`config.mk`:
```
export PLATFORM = sky130hd
export DESIGN_NAME = muldiv_sequencer
export DESIGN_NICKNAME = d
export VERILOG_FILES = /design/src/rtl/muldiv_sequencer.sv
export SDC_FILE = /design/constraint.sdc
export NUM_CORES = 1
export LEC_CHECK = 0
export BUFFER_PORTS_ARGS = -buffer_cell sky130_fd_sc_hd__buf_2
export CAP_MARGIN = 20
export CORE_MARGIN = 5
export CORE_UTILIZATION = 30
export CTS_CLUSTER_DIAMETER = 40
export DETAILED_ROUTE_END_ITERATION = 7
export SLEW_MARGIN = 20
export SYNTH_ARGS = -nofsm -noshare
export SYNTH_HDL_FRONTEND = slang
export SYNTH_SLANG_ARGS = --single-unit
export TNS_END_PERCENT = 30
```
`constraint.sdc`:
```
create_clock -name clk -period 4.26 [get_ports clk]
set_input_delay 0.852 -clock clk [delete_from_list [all_inputs] [get_ports clk]]
set_output_delay 0.852 -clock clk [all_outputs]
set_load 0.1 [all_outputs]
```
`src/rtl/muldiv_sequencer.sv`:
```
// muldiv_sequencer: HI/LO unit for MULT/MULTU/DIV/DIVU/MTHI/MTLO.
// Multiplies by shift-add and divides by restoring subtraction on operand
// magnitudes, one bit per cycle, then applies the signs in a FIXUP cycle.
module muldiv_sequencer #(
  parameter int XLEN = 32
) (
  input  logic            clk,
  input  logic            resetn,
  input  logic            start,
  input  logic [1:0]      op,
  input  logic [XLEN-1:0] a,
  input  logic [XLEN-1:0] b,
  input  logic            cancel,
  input  logic            mthi,
  input  logic            mtlo,
  input  logic [XLEN-1:0] wdata,
  output logic            busy,
  output logic            done,
  output logic [XLEN-1:0] hi,
  output logic [XLEN-1:0] lo
);

  localparam int CW = $clog2(XLEN);

  typedef enum logic [1:0] {IDLE, MUL, DIV, FIXUP} state_t;

  state_t state_reg, state_next;

  // acc_reg is shared: MUL holds {partial product, remaining multiplier},
  // DIV holds {partial remainder, dividend shifting into quotient}.
  logic [2*XLEN-1:0] acc_reg;
  logic [XLEN-1:0]   opnd_reg;   // multiplicand (MUL) or divisor (DIV) magnitude
  logic [XLEN-1:0]   a_raw_reg;  // raw dividend, reported in HI on divide by zero
  logic [XLEN-1:0]   hi_reg, lo_reg;
  logic [CW-1:0]     cnt_reg;
  logic              is_div_reg, div0_reg, sign_q_reg, sign_r_reg, done_reg;

  logic              launch, last_iter, in_idle, in_fixup;
  logic [XLEN-1:0]   a_mag, b_mag;
  logic [XLEN:0]     mul_sum, div_shift, div_diff;
  logic [2*XLEN-1:0] mul_step, div_step, product;
  logic [XLEN-1:0]   quot_fix, rem_fix;

  assign in_idle   = (state_reg == IDLE);
  assign in_fixup  = (state_reg == FIXUP);
  assign launch    = in_idle & start & ~cancel;
  assign last_iter = (cnt_reg == CW'(XLEN-1));

  // Signed ops work on magnitudes; op[0]=1 means unsigned.
  assign a_mag = (a[XLEN-1] & ~op[0]) ? -a : a;
  assign b_mag = (b[XLEN-1] & ~op[0]) ? -b : b;

  // Shift-add: add multiplicand to the upper half if the current multiplier
  // bit is set, then shift the whole accumulator right by one.
  assign mul_sum  = {1'b0, acc_reg[2*XLEN-1:XLEN]}
                  + ({1'b0, opnd_reg} & {(XLEN+1){acc_reg[0]}});
  assign mul_step = {mul_sum, acc_reg[XLEN-1:1]};

  // Restoring divide: shift the next dividend bit into the remainder, try
  // the subtraction, keep it and record a 1 only if it did not go negative.
  assign div_shift = {acc_reg[2*XLEN-1:XLEN], acc_reg[XLEN-1]};
  assign div_diff  = div_shift - {1'b0, opnd_reg};
  assign div_step  = div_diff[XLEN]
                   ? {div_shift[XLEN-1:0], acc_reg[XLEN-2:0], 1'b0}
                   : {div_diff[XLEN-1:0],  acc_reg[XLEN-2:0], 1'b1};

  assign product  = sign_q_reg ? -acc_reg : acc_reg;
  assign quot_fix = sign_q_reg ? -acc_reg[XLEN-1:0] : acc_reg[XLEN-1:0];
  assign rem_fix  = sign_r_reg ? -acc_reg[2*XLEN-1:XLEN] : acc_reg[2*XLEN-1:XLEN];

  // State register.
  always_ff @(posedge clk) begin
    if (!resetn) state_reg <= IDLE;
    else         state_reg <= state_next;
  end

  // Next-state logic: iterate XLEN cycles, one FIXUP cycle, cancel aborts.
  always_comb begin
    state_next = state_reg;
    case (state_reg)
      IDLE:    if (start && !cancel) state_next = op[1] ? DIV : MUL;
      MUL,
      DIV:     if (cancel)         state_next = IDLE;
               else if (last_iter) state_next = FIXUP;
      FIXUP:   state_next = IDLE;
      default: state_next = IDLE;
    endcase
  end

  // Operand latch at launch and one iteration step per cycle.
  always_ff @(posedge clk) begin
    if (!resetn) begin
      acc_reg    <= '0;
      opnd_reg   <= '0;
      a_raw_reg  <= '0;
      cnt_reg    <= '0;
      is_div_reg <= 1'b0;
      div0_reg   <= 1'b0;
      sign_q_reg <= 1'b0;
      sign_r_reg <= 1'b0;
    end else if (launch) begin
      acc_reg    <= {{XLEN{1'b0}}, (op[1] ? a_mag : b_mag)};
      opnd_reg   <= op[1] ? b_mag : a_mag;
      a_raw_reg  <= a;
      cnt_reg    <= '0;
      is_div_reg <= op[1];
      div0_reg   <= (b == '0);
      sign_q_reg <= ~op[0] & (a[XLEN-1] ^ b[XLEN-1]);
      sign_r_reg <= ~op[0] & a[XLEN-1];
    end else if (state_reg == MUL) begin
      acc_reg <= mul_step;
      cnt_reg <= cnt_reg + 1'b1;
    end else if (state_reg == DIV) begin
      acc_reg <= div_step;
      cnt_reg <= cnt_reg + 1'b1;
    end
  end

  // HI/LO: result write on FIXUP exit, otherwise MTHI/MTLO when idle.
  always_ff @(posedge clk) begin
    if (!resetn) begin
      hi_reg   <= '0;
      lo_reg   <= '0;
      done_reg <= 1'b0;
    end else begin
      done_reg <= in_fixup & ~cancel;
      if (in_fixup && !cancel) begin
        if (!is_div_reg) begin
          {hi_reg, lo_reg} <= product;
        end else if (div0_reg) begin
          hi_reg <= a_raw_reg;
          lo_reg <= '1;
        end else begin
          hi_reg <= rem_fix;
          lo_reg <= quot_fix;
        end
      end else if (in_idle && !start) begin
        if (mthi) hi_reg <= wdata;
        if (mtlo) lo_reg <= wdata;
      end
    end
  end

  assign busy = ~in_idle;
  assign done = done_reg;
  assign hi   = hi_reg;
  assign lo   = lo_reg;

endmodule

```
=== Word-level counts from Yosys, hierarchy flattened ===
Cells that the tools add are included.

* $add $sub $neg: 8
* Equal/unequal tests: 6
* Mux-type cells: 28
* Bitwise logic cells: 12
* Reduce and logical (&&, ||, !) cells: 17

{| class="wikitable"
|+ Operators by type and width
! operator !! count
|-
| two-way mux 32 bit || 17
|-
| two-way mux 64 bit || 4
|-
| negator 32 bit || 4
|-
| negator 64 bit || 1
|-
| adder 32 x 33 -> 33 bit || 1
|-
| bitwise AND 32 x 33 -> 33 bit || 1
|-
| subtractor 33 x 32 -> 33 bit || 1
|-
| logical NOT 32 bit || 1
|-
| two-way mux 5 bit || 2
|-
| two-way mux 2 bit || 4
|-
| nonzero test 2 bit || 4
|-
| bitwise AND 1 bit || 6
|-
| one-hot mux 2 bit (3 select lines) || 1
|-
| AND reduction 2 bit || 3
|-
| adder 5 x 1 -> 5 bit, second input constant || 1
|-
| == test 5 bit, second input constant || 1
|-
| == test 2 bit, second input constant || 2
|-
| inverter 1 bit || 4
|-
| OR reduction 2 bit || 2
|-
| logical AND 1 bit || 3
|-
| inequality test 3 bit, second input constant || 1
|-
| nonzero test 3 bit || 1
|-
| == test 2 x 1 -> 1 bit, second input constant || 1
|-
| logical NOT 1 bit || 2
|-
| 3 further kinds || 3
|}

* Input bits: 104
* Output and inout port bits: 66
* Bits in registers: 204
* Logic and storage cells: 84

=== Depth between registers and ports, before layout ===
Gate-level depths: netlist (run 1).

* Word-level depth: 5
* Depth in mapped cells: 14
* Depth with buffers taken out: 12

=== Worst setup path after synthesis (run 1) ===
OpenSTA, ideal clock, no wires.

* Kind: register -> register
* From: register acc_reg[0]
* To: register hi_reg[22] (netlist: hi[22])
* Path buffers: 2
* Period minus slack after synthesis: 3.380 ns
* Stages on the path, launching flop included: 13
* Setup slack: 0.880 ns
* Setup time: 0.122 ns
* Arrival time: 3.259 ns
* Required time: 4.138 ns
* Cell sequence: dfxtp_1 > inv_1 > clkbuf_1 > ha_1 > or3b_2 > nor3_1 > or4b_4 > or2_4 > buf_6 > o41ai_4 > xor2_1 > nor2_1 > o311a_1

* Longest elaborated chain between the ends: 4

{| class="wikitable"
|+ Ends and longest elaborated chain
! element !! line !! RTL
|-
| from (decl) || 31 || <nowiki>logic [2*XLEN-1:0] acc_reg;</nowiki>
|-
| from (signal assigned) || 102 || <nowiki>acc_reg <= {{XLEN{1'b0}}, (op[1] ? a_mag : b_mag)};</nowiki>
|-
| from (signal assigned) || 111 || <nowiki>acc_reg <= mul_step;</nowiki>
|-
| from (signal assigned) || 114 || <nowiki>acc_reg <= div_step;</nowiki>
|-
| negator 64 bit || 67 || <nowiki>assign product = sign_q_reg ? -acc_reg : acc_reg;</nowiki>
|-
| two-way mux 64 bit || 67 ||
|-
| two-way mux 32 bit || 128 || <nowiki>if (!is_div_reg) begin</nowiki>
|-
| two-way mux 32 bit || 127 || <nowiki>if (in_fixup && !cancel) begin</nowiki>
|-
| to (signal assigned) || 129 || <nowiki>{hi_reg, lo_reg} <= product;</nowiki>
|-
| to (signal assigned) || 131 || <nowiki>hi_reg <= a_raw_reg;</nowiki>
|-
| to (signal assigned) || 134 || <nowiki>hi_reg <= rem_fix;</nowiki>
|-
| to (decl) || 34 || <nowiki>logic [XLEN-1:0] hi_reg, lo_reg;</nowiki>
|}

Every way passes these cells.
A chain may end at the register's enable or synchronous reset.

=== Worst setup path after layout (run 1) ===
* From: register acc_reg[0]
* To: register acc_reg[61]

* Longest elaborated chain between the ends: 3

{| class="wikitable"
|+ Ends and longest elaborated chain
! element !! line !! RTL
|-
| bitwise AND 32 x 33 -> 33 bit || 56 || <nowiki>+ ({1'b0, opnd_reg} & {(XLEN+1){acc_reg[0]}});</nowiki>
|-
| adder 32 x 33 -> 33 bit || 56 ||
|-
| two-way mux 64 bit || 110 || <nowiki>end else if (state_reg == MUL) begin</nowiki>
|}

Every way passes these cells.

==> results of run 1 <==
## worst max-delay path, stage by stage (launching register included)
cell	delay, ps
dfxtp_1	440
inv_1	240
nor2_1	240
fa_1	240
a21oi_1	110
o22ai_1	240
o31ai_1	120
buf_4	160
o21ai_0	540
a21oi_1	300
o31ai_1	500
a31oi_1	170
xor2_1	160
a211oi_1	210
## final timing paths
check | startpoint | end | slack, ps | cells past startpoint
hold reg to reg | opnd_reg[25]$_SDFFE_PN0P_ | opnd_reg[25]$_SDFFE_PN0P_ | 450 | 2
setup reg to reg | acc_reg[0]$_SDFFE_PN0P_ | acc_reg[61]$_SDFFE_PP0N_ | 500 | 13
setup / recovery | acc_reg[0]$_SDFFE_PN0P_ | acc_reg[61]$_SDFFE_PP0N_ | 500 | 13
hold / removal | opnd_reg[25]$_SDFFE_PN0P_ | opnd_reg[25]$_SDFFE_PN0P_ | 450 | 2
## metal layers
metal / up-vias / part of all wire (%)
li1: 8393 / -
met1: 8648 / 45
met2: 917 / 42
met3: 129 / 9.8
met4: 8 / 3.2
met5: - / 0.081
## stage by stage
step / hold WS, ps / instance area (sq um) / setup slack, ps / utilization [%] / std cells
5_1_grt: 471 / 19800 / 248 / 35.2 / 3149
2_1_floorplan: 434 / 17100 / 880 / - / 2293
3_5_place_dp: 448 / 18600 / 364 / 32.9 / 3083
3_3_place_gp: 446 / 18600 / 386 / 32.9 / 3083
4_1_cts: 455 / 19800 / 550 / 35.2 / 3148
6_report: 454 / 19900 / 499 / 35.2 / 3151
## synthesized netlist by cell type, drive strengths merged, types with 4 or more instances
cell,instances,area [sq um]
a311oi,6,52.6
clkbuf,165,619
a2bb2oi,21,184
buf,21,96.3
xor2,84,736
a21boi,49,368
a221oi,10,87.6
and2,5,31.3
o211a,17,170
o31ai,35,263
a21oi,208,1040
o21a,12,90.1
a211oi,16,120
nand2,277,1040
mux2,51,574
nand3b,4,30.0
a211o,5,43.8
a31oi,18,113
nand4,11,68.8
a21o,27,203
o221ai,34,298
or3,24,155
o311a,6,60.1
o41ai,18,206
nor4,16,100
dfxtp,204,4080
and3,24,150
inv,76,285
nor3b,6,45.0
o21bai,7,52.6
nor2b,14,87.6
nor3,24,120
o21ai,180,901
o22ai,11,68.8
or2,13,83.8
nand3,39,195
nor2,183,687
xnor2,124,1090
or4,17,131
ha,75,938
o211ai,40,300
mux2i,58,581
nand2b,17,106
## power breakdown
group	switching (mW)	internal, mW
Combinational	6.39	3.54
Sequential	0.645	2.34
Clock	1.08	1.99
Total	8.12	7.87
## cells by family (layout without fill, tap and decap cells)
logic type / Yosys count / in the layout
compound gates: 747 / 747
xor+xnor: 208 / 208
fa+ha+maj: 77 / 77
buf+inv: 263 / 362
flops: 204 / 204
mux: 109 / 109
other cells: 0 / 3
simple gates: 685 / 685
## cell type report
type                    instances  area [sq um]
fillers                      5956         36500
multi-input cells            1826         12000
flip-flops and latches        204          4090
repair buffers                220          1240
clock buffers                  45          1000
well taps                     756           946
inverters                      77           289
clock inverters                20           278
diodes                          3          7.51
==> impl_results.md, run 1 <==
* Xor and xnor fraction of the mapped netlist area at 10.7%
* CP Launch Type: flip-flop
* Grt peak-use layer: met2
* Max_cap viols at 0
* Synth Area in Compound Gates at ~29%
* Peak Freq at about 270 MHz
* Worst setup EP type: flip-flop
* Post-DRT Antenna Nets at 0
* Postcts setup bufs at 0
* TritonRoute pass-1 iters at 6
* Relative slew slack at approximately 23%
* Num rows at 87
* Post-route setup TNS at 0 ps
* H-tree Lvls at 2
* Max FO, Critical Path at 11
* Vias per Instance at 5.74
* Final Setup Violations at 0
* Simple-Gate Fraction of Synth Area at 18.4%
* Net Count, Synth at 2,474
* Post-synth ARST share at 0%
* Top Ports at 170
* Largest net degree at the start of global routing at 74
* Post-synthesis adder-cell area fraction at under 10%
* Total CTS buffers at 36
* Number of hold buffers added after cts at 0
* CTS tree: built
* CP Class: flip-flop to flip-flop
* Commonest non-fill, non-tap cells in the layout: nand2_1, a21oi_1, dfxtp_1
* Max-slew violations at 0
* Core area at 56,400 sq um
* NumNets Final at 2,546
* Vias at ~18k
* Area Overhead vs Synth at 16.4%
* #FFs+latches synth at 204
* Die area at 61,700 sq um
* Met3 usage at 4.60%
* Longest Clk Path Bufs at 3
* Register area share after synthesis at 23.9%
* First-pass GRT wire length at 104 mm
* Least-Margin Pin Slew at roughly 1200 ps
* Cell Pwr Density at 805 nW/um^2
* M2 GR Usage at a little under a third
* RSZ-0062 raised after global routing: false
* Status: finished clean
* Max VDD drop at 0.458 mV
* Post-Syn Instances at 2,293
* Hpwl dp at 53.0 mm
* Final wirelength at 69.5 mm
* Root Driver: clkbuf_16
* Clock latency on the worst-skew pair at 540 ps
* EDFF count, synth at 0
* DR WL/cell at 22.1 um
* Die Height at 248 um
* Die width at around 250 um
* Initial antenna violation count at 7
* Pwr Total at 16.0 mW
* Fin crit period at 3760 ps
* Largest register FFs at 64
* Largest family of logic cells by synthesized area: compound AO/OA/AOI/OAI gates
* Commonest non-fill, non-tap cell in the layout: nand2_1
* Ys Warns at 0
* GR Overflow Total at 0
* Final period util at 88.3%
* Share of cells above drive strength 1 at 15.6%
* Sink Count at 204
* Clock-pin transition on the worst setup and hold timing paths at 50 ps
* DRC at 0
* Min-Delay Path Class: flip-flop to flip-flop
* Gr usage total at 21.0%
* Worst Skew at 30.4 ps
* GPL Wtd Cong at roughly 0.97
* Vias in the first global route at 16.7k
* Initial core utilization at 30.3%
* P_leak at 8.42 nW
* IO Port Bufs at 169
* Mean Syn Cell Area at 7.44 sq um
* Synth unique cells at 75
* Multiplexer share of the synthesized area at 6.77%
* Met1 usage in global routing at 30.4%
* Arrival time at the worst endpoint at 4200 ps
* DR iter-0 viols at approximately 2.2k
* Ys flop type: dfxtp_1
* Final hold viol count at 0
* Worst endpoint required time at approximately 4700 ps
* Synth Cell Area at 17,100 sq um
* Post-CTS Resized at 0
Power figures use the tool's default switching activity.
==> run 2, diff against run 1 <==
BUFFER_PORTS_ARGS = default   (was -buffer_cell sky130_fd_sc_hd__buf_2)
DONT_BUFFER_PORTS = 1   (was default)
HOLD_SLACK_MARGIN = 0.08   (was default)
clock period = 3.34 ns   (was 4.26 ns; I/O delays follow)
==> run 2 against run 1 <==
Effect of this change:
- sequential cell count unchanged
- combinational power is 34% higher
- power increased by 39%
- design area rose by 3.6%
- setup slack worse by 430 ps
- first-iteration DRC count decreased by 5.0%
- global-route usage increased by 0.55 points
- sequential power rose by 52%
- critical path depth down 4
- cell count is 0.29% lower
- routed wire length up 2.2%
- largest power group unchanged
==> impl_results.md, run 2 (synthesized netlist as in run 1, its figures left out) <==
* Die area at 61,700 sq um
* Max-slew violations at 0
* Critical Path Max Stage Delay at 570 ps
* First-pass GRT wire length at 106 mm
* Die Height at 248 um
* Total CTS buffers at 41
* Peak Freq at 306 MHz
* Status: finished clean
* H-tree Lvls at 2
* Least-Margin Pin Slew at roughly 1100 ps
* Worst Skew at 28.9 ps
* Worst setup EP type: flip-flop
* Final wirelength at roughly 70 mm
* Initial core utilization at a little under a third
* Cell area after layout at 20,600 sq um
* Area Overhead vs Synth at 20.5%
* GR Overflow Total at 0
* Fillers at 5,951
* CP Class: flip-flop to flip-flop
* Post-DRT Antenna Nets at 0
* Sink Count at 204
* Root Driver: clkbuf_16
* Top Ports at 170
* Max VDD drop at 0.537 mV
* Clock latency on the worst-skew pair at ~580 ps
* Switching pwr at around 11 mW
* Share of cells above drive strength 1 at 16.5%
* TritonRoute pass-1 iters at 6
* CTS tree: built
* Num rows at 87
* Gr usage total at 21.6%
* Cell Pwr Density at 1080 nW/um^2
* GPL Wtd Cong at 0.995
* Internal at ~11 mW
* Area of placed instances at 18,800 sq um
* Longest Clk Path Bufs at 3
* Min-Delay Path Class: input pin to flip-flop
* Clock-pin transition on the worst setup and hold timing paths at 60 ps
* Switching share of power at 48.8%
* Core area at 56,400 sq um
* DRC at 0
* Fin crit period at ~3300 ps
* Final hold viol count at 0
* Vias at 18.1k
* Largest register FFs at 64
* Final period util at between 90 and 100%
* Arrival time at the worst endpoint at 3790 ps
* Commonest non-fill, non-tap cell in the layout: nand2_1
* Crit-path cells: or4_1, or3_1, or4b_4, or2_4, o21ai_0, xnor2_1, nor2_1, a21oi_1, o211a_1
* Die width at ~250 um
* Vias in the first global route at between 15k and 20k
* Combinational share of power at approximately 60%
* Vias per Instance at 5.77
* DR WL/cell at about 23 um
* Commonest non-fill, non-tap cells in the layout: nand2_1, a21oi_1, dfxtp_1
* Worst endpoint required time at ~3900 ps
* CP Launch Type: flip-flop
* DR iter-0 viols at approximately 2.1k
* Max FO, Critical Path at 11
* Relative slew slack at around a quarter
* NumNets Final at approximately 2.5k
* IO Port Bufs at 0
* Hpwl dp at 54.9 mm
* Initial antenna violation count at 3
* P_leak at around 8.5 nW
* Clk pwr share at 19.6%
* Seq pwr share at 20.4%
* Largest net degree at the start of global routing at roughly 170
* Worst hold slack at 241 ps
* Max_cap viols at 0
* CP max-delay cell: or4_1
* Final Setup Violations at 0
## run 2: final timing paths
check,cells after the start,slack (ps),endpoint,from
setup / recovery,9,70,hi[8]$_SDFFE_PN0P_,acc_reg[22]$_SDFFE_PN0P_
hold / removal,1,240,opnd_reg[7]$_SDFFE_PN0P_,resetn
setup reg to reg,9,70,hi[8]$_SDFFE_PN0P_,acc_reg[22]$_SDFFE_PN0P_
hold reg to reg,2,460,opnd_reg[29]$_SDFFE_PN0P_,opnd_reg[29]$_SDFFE_PN0P_
## run 2: power by group through the flow
stage,sequential (mW),clock (mW),combinational (mW)
6_report,4.53,4.36,13.3
3_3_place_gp,4.54,0,12.6
2_1_floorplan,4.40,0,8.44
4_1_cts,4.51,4.41,12.7
3_5_place_dp,4.55,0,12.7
5_1_grt,4.58,4.53,14.3
## run 2: final cells by class
type | count | area (sq um) | share of cell area [%]
Clock buffer | 44 | 1060 | 5.14
Tap cell | 756 | 946 | 4.60
Clock inverter | 32 | 399 | 1.94
Multi-Input combinational cell | 1826 | 12200 | 59.4
Sequential cell | 204 | 4090 | 19.9
Timing Repair Buffer | 196 | 1550 | 7.52
Antenna cell | 7 | 17.5 | 0.0852
Inverter | 77 | 289 | 1.41
## run 2: per-stage QoR
stage / setup TNS [ps] / instances / setup WS, ps / utilization (%) / power, mW
2_1_floorplan: -48.9 / 2293 / -34.8 / - / 12.8
3_3_place_gp: -164 / 3056 / -70.8 / 33.4 / 17.1
3_5_place_dp: -397 / 3056 / -134 / 33.4 / 17.2
4_1_cts: 0 / 3132 / 19.6 / 36.0 / 21.7
5_1_grt: -22.8 / 3139 / -11.1 / 36.4 / 23.5
6_report: 0 / 3142 / 70.4 / 36.5 / 22.2
## run 2: worst max-delay path: cells and delay by family, from the launching register on
kind                      cells  cell delay (ps)
AOI/OAI and AO/OA             3              820
and+or+nand+nor               5             1930
xor gates and xnor gates      1              160
DFF                           1              310
## run 2: metal layers
layer	share of wire (%)	routed length, um	track usage [%]
met2	43	30600	32.9
met1	43	30300	29.1
met3	11	7800	6.93
met5	0	0	0
met4	3.3	2350	6.94
## run 2: repair_timing
action,in CTS,in global routing
pin swaps,0,7
hold buffers,0,0
endpoints found under the hold margin,0,0
gates resized for setup,4,44
setup buffers,0,3
setup endpoints to repair,6,43
